===== config.mk =====
export PLATFORM = sky130hd
export DESIGN_NAME = sort4_ctrl
export DESIGN_NICKNAME = d
export VERILOG_FILES = /design/src/rtl/sort4_pkg.sv /design/src/rtl/sort4_cmp4_gate.sv /design/src/rtl/sort4_ctrl.sv
export SDC_FILE = /design/constraint.sdc
export NUM_CORES = 1
export LEC_CHECK = 0
export BUFFER_PORTS_ARGS = -buffer_cell sky130_fd_sc_hd__buf_2
export CORE_ASPECT_RATIO = 0.6
export CORE_MARGIN = 2
export CORE_UTILIZATION = 30
export CTS_CLUSTER_DIAMETER = 50
export DETAILED_ROUTE_END_ITERATION = 10
export MAX_ROUTING_LAYER = met4
export PLACE_DENSITY = 0.51
export SLEW_MARGIN = 20
export SYNTH_ARGS = -nofsm -noshare
export SYNTH_HDL_FRONTEND = slang
export SYNTH_HIERARCHICAL = 1
export SYNTH_SLANG_ARGS = --single-unit

===== constraint.sdc =====
create_clock -name clk -period 4.4 [get_ports clk]
set_input_delay 0.88 -clock clk [delete_from_list [all_inputs] [get_ports clk]]
set_output_delay 0.88 -clock clk [all_outputs]
set_load 0.03 [all_outputs]

===== src/rtl/sort4_pkg.sv =====
// Shared widths, FSM state encoding and helpers for the 4-entry bubble-sort controller.
package sort4_pkg;

    localparam int unsigned DW = 4;
    localparam int unsigned NE = 4;
    localparam int unsigned IW = 2;
    localparam int unsigned CW = 3;

    typedef enum logic [1:0] {
        LOAD  = 2'd0,
        SORT  = 2'd1,
        DRAIN = 2'd2
    } state_e;

    // Index of the last compare in a pass: pass p covers j = 0 .. NE-2-p.
    function automatic logic [IW-1:0] last_j(input logic [IW-1:0] pass);
        return IW'(NE - 2) - pass;
    endfunction

endpackage


===== src/rtl/sort4_cmp4_gate.sv =====
// Gate-level 4-bit unsigned magnitude comparator with one-hot lt/gt/eq outputs.
module cmp4_gate
    import sort4_pkg::*;
(
    input  logic [DW-1:0] a_i,
    input  logic [DW-1:0] b_i,
    output logic          lt_o,
    output logic          gt_o,
    output logic          eq_o
);

    logic [DW-1:0] e;

    assign e = ~(a_i ^ b_i);

    // MSB-first priority: the first differing bit decides the order.
    assign gt_o = (a_i[3] & ~b_i[3])
                | (e[3] & a_i[2] & ~b_i[2])
                | (e[3] & e[2] & a_i[1] & ~b_i[1])
                | (e[3] & e[2] & e[1] & a_i[0] & ~b_i[0]);

    assign lt_o = (~a_i[3] & b_i[3])
                | (e[3] & ~a_i[2] & b_i[2])
                | (e[3] & e[2] & ~a_i[1] & b_i[1])
                | (e[3] & e[2] & e[1] & ~a_i[0] & b_i[0]);

    assign eq_o = &e;

endmodule


===== src/rtl/sort4_ctrl.sv =====
// Load four words, bubble-sort them with one shared comparator, then stream them out ascending.
// Optional swap counter port is enabled by defining SORT4_SWAPCNT_EN.
module sort4_ctrl
    import sort4_pkg::*;
(
    input  logic          clk,
    input  logic          rst_n,
    input  logic          in_valid_i,
    output logic          in_ready_o,
    input  logic [DW-1:0] in_data_i,
    output logic          out_valid_o,
    input  logic          out_ready_i,
    output logic [DW-1:0] out_data_o,
    output logic          busy_o
`ifdef SORT4_SWAPCNT_EN
    ,
    output logic [CW-1:0] swap_count_o
`endif
);

    state_e        state_q, state_d;
    logic [DW-1:0] data_q [NE];
    logic [DW-1:0] data_d [NE];
    logic [IW-1:0] ld_idx_q, ld_idx_d;
    logic [IW-1:0] dr_idx_q, dr_idx_d;
    logic [IW-1:0] j_q, j_d;
    logic [IW-1:0] pass_q, pass_d;
    logic          swapped_q, swapped_d;
`ifdef SORT4_SWAPCNT_EN
    logic [CW-1:0] swap_cnt_q, swap_cnt_d;
`endif

    logic [DW-1:0] cmp_a, cmp_b;
    logic          cmp_lt, cmp_gt, cmp_eq;
    logic          swap_c;
    logic [IW-1:0] j_nxt;

    assign j_nxt = j_q + IW'(1);
    assign cmp_a = data_q[j_q];
    assign cmp_b = data_q[j_nxt];

    cmp4_gate u_cmp (
        .a_i  (cmp_a),
        .b_i  (cmp_b),
        .lt_o (cmp_lt),
        .gt_o (cmp_gt),
        .eq_o (cmp_eq)
    );

    // Comparator outputs are one-hot; requiring the other two low keeps equal pairs from swapping.
    assign swap_c = cmp_gt & ~cmp_lt & ~cmp_eq;

    always_comb begin
        state_d   = state_q;
        data_d    = data_q;
        ld_idx_d  = ld_idx_q;
        dr_idx_d  = dr_idx_q;
        j_d       = j_q;
        pass_d    = pass_q;
        swapped_d = swapped_q;
`ifdef SORT4_SWAPCNT_EN
        swap_cnt_d = swap_cnt_q;
`endif
        unique case (state_q)
            LOAD: begin
                if (in_valid_i) begin
                    data_d[ld_idx_q] = in_data_i;
                    ld_idx_d         = ld_idx_q + IW'(1);
                    if (ld_idx_q == IW'(NE - 1)) begin
                        state_d   = SORT;
                        ld_idx_d  = '0;
                        pass_d    = '0;
                        j_d       = '0;
                        swapped_d = 1'b0;
`ifdef SORT4_SWAPCNT_EN
                        swap_cnt_d = '0;
`endif
                    end
                end
            end
            SORT: begin
                if (swap_c) begin
                    data_d[j_q]   = cmp_b;
                    data_d[j_nxt] = cmp_a;
`ifdef SORT4_SWAPCNT_EN
                    swap_cnt_d = swap_cnt_q + CW'(1);
`endif
                end
                // End of pass: stop on the final pass or when nothing moved.
                if (j_q == last_j(pass_q)) begin
                    if ((pass_q == IW'(NE - 2)) || !(swapped_q || swap_c)) begin
                        state_d  = DRAIN;
                        dr_idx_d = '0;
                    end else begin
                        pass_d    = pass_q + IW'(1);
                        j_d       = '0;
                        swapped_d = 1'b0;
                    end
                end else begin
                    j_d       = j_nxt;
                    swapped_d = swapped_q | swap_c;
                end
            end
            DRAIN: begin
                if (out_ready_i) begin
                    dr_idx_d = dr_idx_q + IW'(1);
                    if (dr_idx_q == IW'(NE - 1)) begin
                        state_d  = LOAD;
                        dr_idx_d = '0;
                        ld_idx_d = '0;
                    end
                end
            end
            default: state_d = LOAD;
        endcase
    end

    always_ff @(posedge clk) begin
        if (!rst_n) begin
            state_q   <= LOAD;
            data_q    <= '{default: '0};
            ld_idx_q  <= '0;
            dr_idx_q  <= '0;
            j_q       <= '0;
            pass_q    <= '0;
            swapped_q <= 1'b0;
`ifdef SORT4_SWAPCNT_EN
            swap_cnt_q <= '0;
`endif
        end else begin
            state_q   <= state_d;
            data_q    <= data_d;
            ld_idx_q  <= ld_idx_d;
            dr_idx_q  <= dr_idx_d;
            j_q       <= j_d;
            pass_q    <= pass_d;
            swapped_q <= swapped_d;
`ifdef SORT4_SWAPCNT_EN
            swap_cnt_q <= swap_cnt_d;
`endif
        end
    end

    // Handshake flags decode the state register; reset held low forces them inactive.
    assign in_ready_o  = rst_n && (state_q == LOAD);
    assign out_valid_o = rst_n && (state_q == DRAIN);
    assign busy_o      = rst_n && (state_q == SORT);
    assign out_data_o  = data_q[dr_idx_q];
`ifdef SORT4_SWAPCNT_EN
    assign swap_count_o = swap_cnt_q;
`endif

endmodule


After elaboration in Yosys (flattened, before gate mapping)
Cells that the tools add are included.
- register bits after elaboration: 27
- bits of input ports: 8
- output and inout bits: 7
- logic and storage cells: 147
- $add $sub $neg: 5
- magnitude comparators: 7
- equal/unequal tests: 15
- mux-type cells: 49
- bitwise operators: 41
- reductions and logical operators: 20
- operators with widths (cell ; count):
    16-bit bitwise mux ; 3
    2-bit two-way mux ; 18
    4-bit two-way mux ; 9
    16-bit two-way mux ; 2
    16-bit case mux with 2 select lines ; 1
    4-bit binary-select mux with 2-bit select ; 3
    4-bit demux with 2-bit select ; 3
    1-bit bitwise AND ; 18
    2-bit != test, second input constant ; 8
    2-bit case mux with 2 select lines ; 4
    4-bit AND reduction ; 4
    3-bit greater-or-equal comparator, second input constant ; 4
    2-bit inverter with 3-bit output ; 4
    1-bit inverter ; 10
    3-bit by 1-bit less-than comparator with 1-bit output, second input constant ; 3
    2-bit by 1-bit adder with 2-bit output, second input constant ; 4
    2-bit equality test, second input constant ; 4
    1-bit bitwise OR ; 7
    1-bit logical AND ; 6
    2-bit case mux with 3 select lines ; 1
    6-bit AND reduction ; 1
    2-bit nonzero test ; 3
    5-bit AND reduction ; 1
    1-bit two-way mux ; 4
    11 further kinds ; 12

Depth between registers and ports, before layout
- depth after elaboration: 21
- gate-level depth with buffers: 14
- mapped depth without buffers: 11

Hierarchy
The synthesis kept the hierarchy.
- by module, submodules not included (module ; instances ; cells each ; area each (um^2) ; sequential area each (um^2)):
    sort4_ctrl ; 1 ; 215 ; 2028.2 ; 540.5
    cmp4_gate ; 1 ; 22 ; 156.4 ; 0.0

Least setup slack after synthesis
Ideal clock, no wire load.
- kind: register to register
- start point: register j_q[1]
- end point: register data_q[10] (netlist name)
- library setup time: 116 ps
- data arrival time: 3180 ps
- required time: 4284 ps
- setup slack: 1103 ps
- cell stages (with the launch flop): 14
- path buffers: 3
- clock period less this slack: 3297 ps
- path through: dfxtp_1 > clkbuf_1 > inv_1 > ha_1 > mux4_2 > ha_1 > a31oi_1 > o21ai_1 > nor3b_1 > a22o_1 > buf_2 > buf_4 > o311ai_0 > o211a_1
- longest elaborated chain between the ends: 17
- elaborated cells on any way between the ends: 62
- those cells by class: add/sub (1); order compare (4); eq/ne (1); mux (14); bitwise (38); reduce/logical (4)
- ends and longest elaborated chain (what ; RTL line ; source):
    start: declaration ; sort4_ctrl.sv:26 ; logic [IW-1:0] j_q, j_d;
    start signal: assignment ; sort4_ctrl.sv:135 ; j_q <= j_d;
    2-bit by 1-bit adder with 2-bit output (*) ; sort4_ctrl.sv:38 ; assign j_nxt = j_q + IW'(1);
    2-bit inverter with 3-bit output (not written as such) (*) ; sort4_ctrl.sv:40 ; assign cmp_b = data_q[j_nxt];
    4-bit binary-select mux with 2-bit select (*) ; sort4_ctrl.sv:40 ;
    4-bit two-way mux (not written as such) (*) (2 in series) ; sort4_ctrl.sv:40 ;
    named net cmp_b[3] ; sort4_ctrl.sv:33 ; logic [DW-1:0] cmp_a, cmp_b;
    4-bit bitwise XOR ; sort4_cmp4_gate.sv:14 ; assign e = ~(a_i ^ b_i);
    4-bit inverter ; sort4_cmp4_gate.sv:14 ;
    1-bit bitwise AND, on equally long branches (2 in series) ; sort4_cmp4_gate.sv:23, sort4_cmp4_gate.sv:24, sort4_cmp4_gate.sv:25 ;
    1-bit bitwise OR, or another cell as far along ; sort4_cmp4_gate.sv:23 ; | (e[3] & ~a_i[2] & b_i[2])
    1-bit bitwise OR / 1-bit bitwise AND (equally long branches) ; sort4_cmp4_gate.sv:24, sort4_cmp4_gate.sv:25 ;
    1-bit bitwise OR (*) ; sort4_cmp4_gate.sv:25 ; | (e[3] & e[2] & e[1] & ~a_i[0] & b_i[0]);
    named net cmp_lt ; sort4_ctrl.sv:34 ; logic cmp_lt, cmp_gt, cmp_eq;
    1-bit inverter (*) ; sort4_ctrl.sv:51 ; assign swap_c = cmp_gt & ~cmp_lt & ~cmp_eq;
    1-bit bitwise AND (*) (2 in series) ; sort4_ctrl.sv:51 ;
    2-bit != test (no source line) (*) ; - ;
    3-bit AND reduction (no source line) (*) ; - ;
    end signal: assignment ; sort4_ctrl.sv:132 ; data_q <= data_d;
    end: declaration ; sort4_ctrl.sv:22 ; logic [DW-1:0] data_q [NE];
Mark *: on every way through the listed nets, which the timed path passes. The rest lies on a longest branch. The select of a mux whose other input is x is not followed.
A chain may end at the register's enable or synchronous reset.

Worst setup path in the final report
- start point: register j_q[1]
- end point: register data_q[11] (netlist name)
The elaborated chain is that of the path after synthesis.

==> impl_metrics.py <==
metrics = {
    "yosys": {
        "async_reset_ff_share_pct": 0,
        "synth_compound_area_share_pct": 27.2,
        "postSynthAreaPerCell_sq_um": 9.22,
        "synth_ff_type": "dfxtp_1",
        "synth_cells": 237,
        "synth_area_sq_mm": 0.00218,
        "synth_top_area_share_pct": 24.7,
        "yosys.area_share.adder_pct": 8.59,
        "yosysWarnings": 6,
        "yosys.area_share.simple_pct": 15.9,
        "yosysSeqAreaShare_pct": 24.7,
        "synth-seq-cells": 27,
        "ys_top_cells_by_area": "dfxtp_1 (25%), mux4_2 (10%), ha_1 (8.6%)",
        "synthTopCellsByCount": "dfxtp_1 (27), a21oi_1 (24), ha_1 (15)",
        "syn_nets": 260,
        "synth_cell_types": 48,
        "muxShareOfSynthArea_pct": 16.5,
        "yosysTopAreaCell": "dfxtp_1",
        "synth_edf_count": 0,
        "synth-xor-area-share_pct": 1.20,
        "yosysMostFrequentCell": "dfxtp_1",
        "synth_top_family_by_area": "compound AO/OA/AOI/OAI gates",
    },
    "clock_network": {
        "root_buffer": "clkbuf_16",
        "postCtsSetupBuffers": 0,
        "cts_hold_buf": 0,
        "cts.repair.resized": 0,
        "clk_latency_ns": 0.27,
        "cts_tree": "yes",
        "cts.sinks": 27,
        "clock_path_buffers": 2,
        "clkTransAtPathRegs_ns": 0.07,
        "htreeDepth": 1,
        "numCtsBuffers": 3,
    },
    "global_route": {
        "globalRouteMet2Util_pct": 21.6,
        "grt_usage_pct": 18.3,
        "groute.layer.met3.usage_pct": 5.38,
        "grt_max_degree": 26,
        "grt_pass1_vias": 1778,
        "gr-total-overflow": 0,
        "grt_busiest_layer": "met1",
        "met1_usage_pct": 30.1,
        "grt_pass1_wl_um": 10900,
        "antenna_found_initial": 0,
    },
    "floorplan": {
        "ios": 15,
        "core-area_sq_mm": 0.00715,
        "rows": 24,
        "die-height_um": 70.1,
        "start_util_pct": 30.6,
        "dieArea_sq_mm": 0.00800,
        "die_w_um": 114,
    },
    "routing": {
        "drt_wl_total_um": 6790,
        "detail-route-antenna-nets": 0,
        "drcViolationCount": 0,
        "drt-vias-per-instance": 5.95,
        "vias": 1988,
        "drt_iter0_markers": 205,
        "drt-pass1-iter-count": 4,
        "wl_per_cell_um": 20.3,
    },
    "sta": {
        "max_freq_mhz": 249,
        "setup_viol": 0,
        "rsz0062_at_grt": "false",
        "hold_viol": 0,
        "drv_slew": 0,
        "fin_crit_ns": 4.01,
        "timing.final.crit_share_pct": 91.2,
        "tns_ns": 0,
        "slew_headroom_pct": 46.2,
        "setup_ws_ns": 0.386,
        "tightest_slew_ns": 0.807,
        "skew_ns": 0.00515,
    },
    "critical_path": {
        "startpoint_type": "flop",
        "cp_num_buf_inv": 1,
        "crit_chain": "inv_1 -> ha_1 -> mux4_2 -> ha_1 -> a31oi_1 -> o21ai_1 -> nor3b_1 -> a22o_1 -> and2_1 -> a311oi_1",
        "crit_family": "compound AO/OA/AOI/OAI gates",
        "cpMostUsedCell": "ha_1",
        "crit_arrival_ns": 4.13,
        "cpMaxStageDelayCell": "a22o_1",
        "crit_type": "reg -> reg",
        "max_stage_delay_ns": 0.63,
        "critPathLaunch": "j_q[1]$_SDFFE_PN0P_",
        "cp-end-kind": "flop",
        "crit_fanout": 19,
        "r2r_start": "j_q[1]$_SDFFE_PN0P_",
        "required_ns": 4.52,
    },
    "power": {
        "peakVddDrop_mv": 0.164,
        "p_leak_nw": 0.832,
        "p_total_mw": 0.656,
        "powerDensity_mw_per_mm2": 275,
    },
    "layout": {
        "area_delta_synth_final_pct": 9.34,
        "insertedDiodeCount": 0,
        "multi_input_area_sq_mm": 0.00152,
        "layout-drive-gt1-share_pct": 16.5,
        "final.fill_count": 747,
        "seq_area_sq_um": 541,
        "layout.nets": 267,
    },
    "hold_path": {
        "min_from": "data_q[5]$_SDFFE_PN0P_",
        "min_path_type": "reg -> reg",
    },
    "run": {
        "maxCapViolations": 0,
    },
    "place": {
        "post-place-ws_ns": 0.474,
        "hpwl_um": 5120,
        "io_buffers": 14,
        "gp_congestion": 0.927,
    },
    "outcome": {
        "outcome": "complete, no violations",
    },
}
==> stage by stage <==
stage	instances	area (sq um)	hold WS [ns]	util [%]
2_1_floorplan	237	2180	0.468	-
3_3_place_gp	330	2310	0.498	32.3
3_5_place_dp	330	2310	0.493	32.3
4_1_cts	334	2390	0.505	33.4
5_1_grt	334	2390	0.549	33.4
6_report	334	2390	0.508	33.4
==> where the power goes <==
part           total, mW  internal, mW  switching [mW]
registers          0.268         0.255          0.0134
logic              0.171        0.0636           0.107
clock network      0.217         0.124          0.0929
total              0.656         0.443           0.214
==> flip-flops by register name, summed over array words and instances, names as in the netlist <==
register and flops:
ld_idx_q 2, state_q 2, pass_q 2, data_q 16
j_q 2, swapped_q 1, dr_idx_q 2
==> final timing paths <==
kind / depth (start not counted) / end / slack [ns]
min reg2reg: 2 / data_q[5]$_SDFFE_PN0P_ / 0.51
min: 2 / data_q[5]$_SDFFE_PN0P_ / 0.51
max: 10 / data_q[11]$_SDFFE_PN0P_ / 0.39
max reg2reg: 10 / data_q[11]$_SDFFE_PN0P_ / 0.39
==> layout by cell type (no fill, tap or decap), types with 4 or more instances in the layout <==
cell        n
dfxtp_1    27
a21oi_1    24
ha_1       15
buf_2      14
inv_1      13
nand2_1    11
mux4_2     10
o21ai_0     9
nand3_1     8
and2_1      7
nor2_1      7
a221o_1     7
o2111ai_1   7
a311oi_1    7
o211ai_1    6
mux2i_1     6
a32oi_1     6
nor3_1      5
nor3b_1     5
nor2b_1     4
nand2b_1    4
==> layout make-up <==
cell class                 instances  share of cell area, %
clock buffer                       3                   3.14
clock inverter                     1                  0.314
inverter                          13                   2.04
multi-input combinational        183                   63.5
sequential                        27                   22.6
tap                               91                   4.77
timing repair buffer              16                   3.56
==> worst reg2reg max path, delay by kind of cell (launching register included) <==
family / cells / cell delay [ns]
simple gates: 2 / 0.84
buf+inv: 1 / 0.19
flops: 1 / 0.58
fa+ha+maj: 2 / 0.81
compound gates: 4 / 1.01
mux: 1 / 0.44
==> cell families (layout without fill, tap and decap cells) <==
family	after synthesis	after routing
fa+ha+maj	15	15
buf+inv	27	33
compound gates	83	83
xor+xnor	3	3
flops	27	27
mux	20	20
simple gates	62	62
==> per-layer routing <==
metal	wire length, um	up-vias
met1	3560	939
met5	0	-
met2	2470	102
met4	34	0
li1	-	943
met3	722	4
No activity file was read; power rests on OpenSTA's default activity.
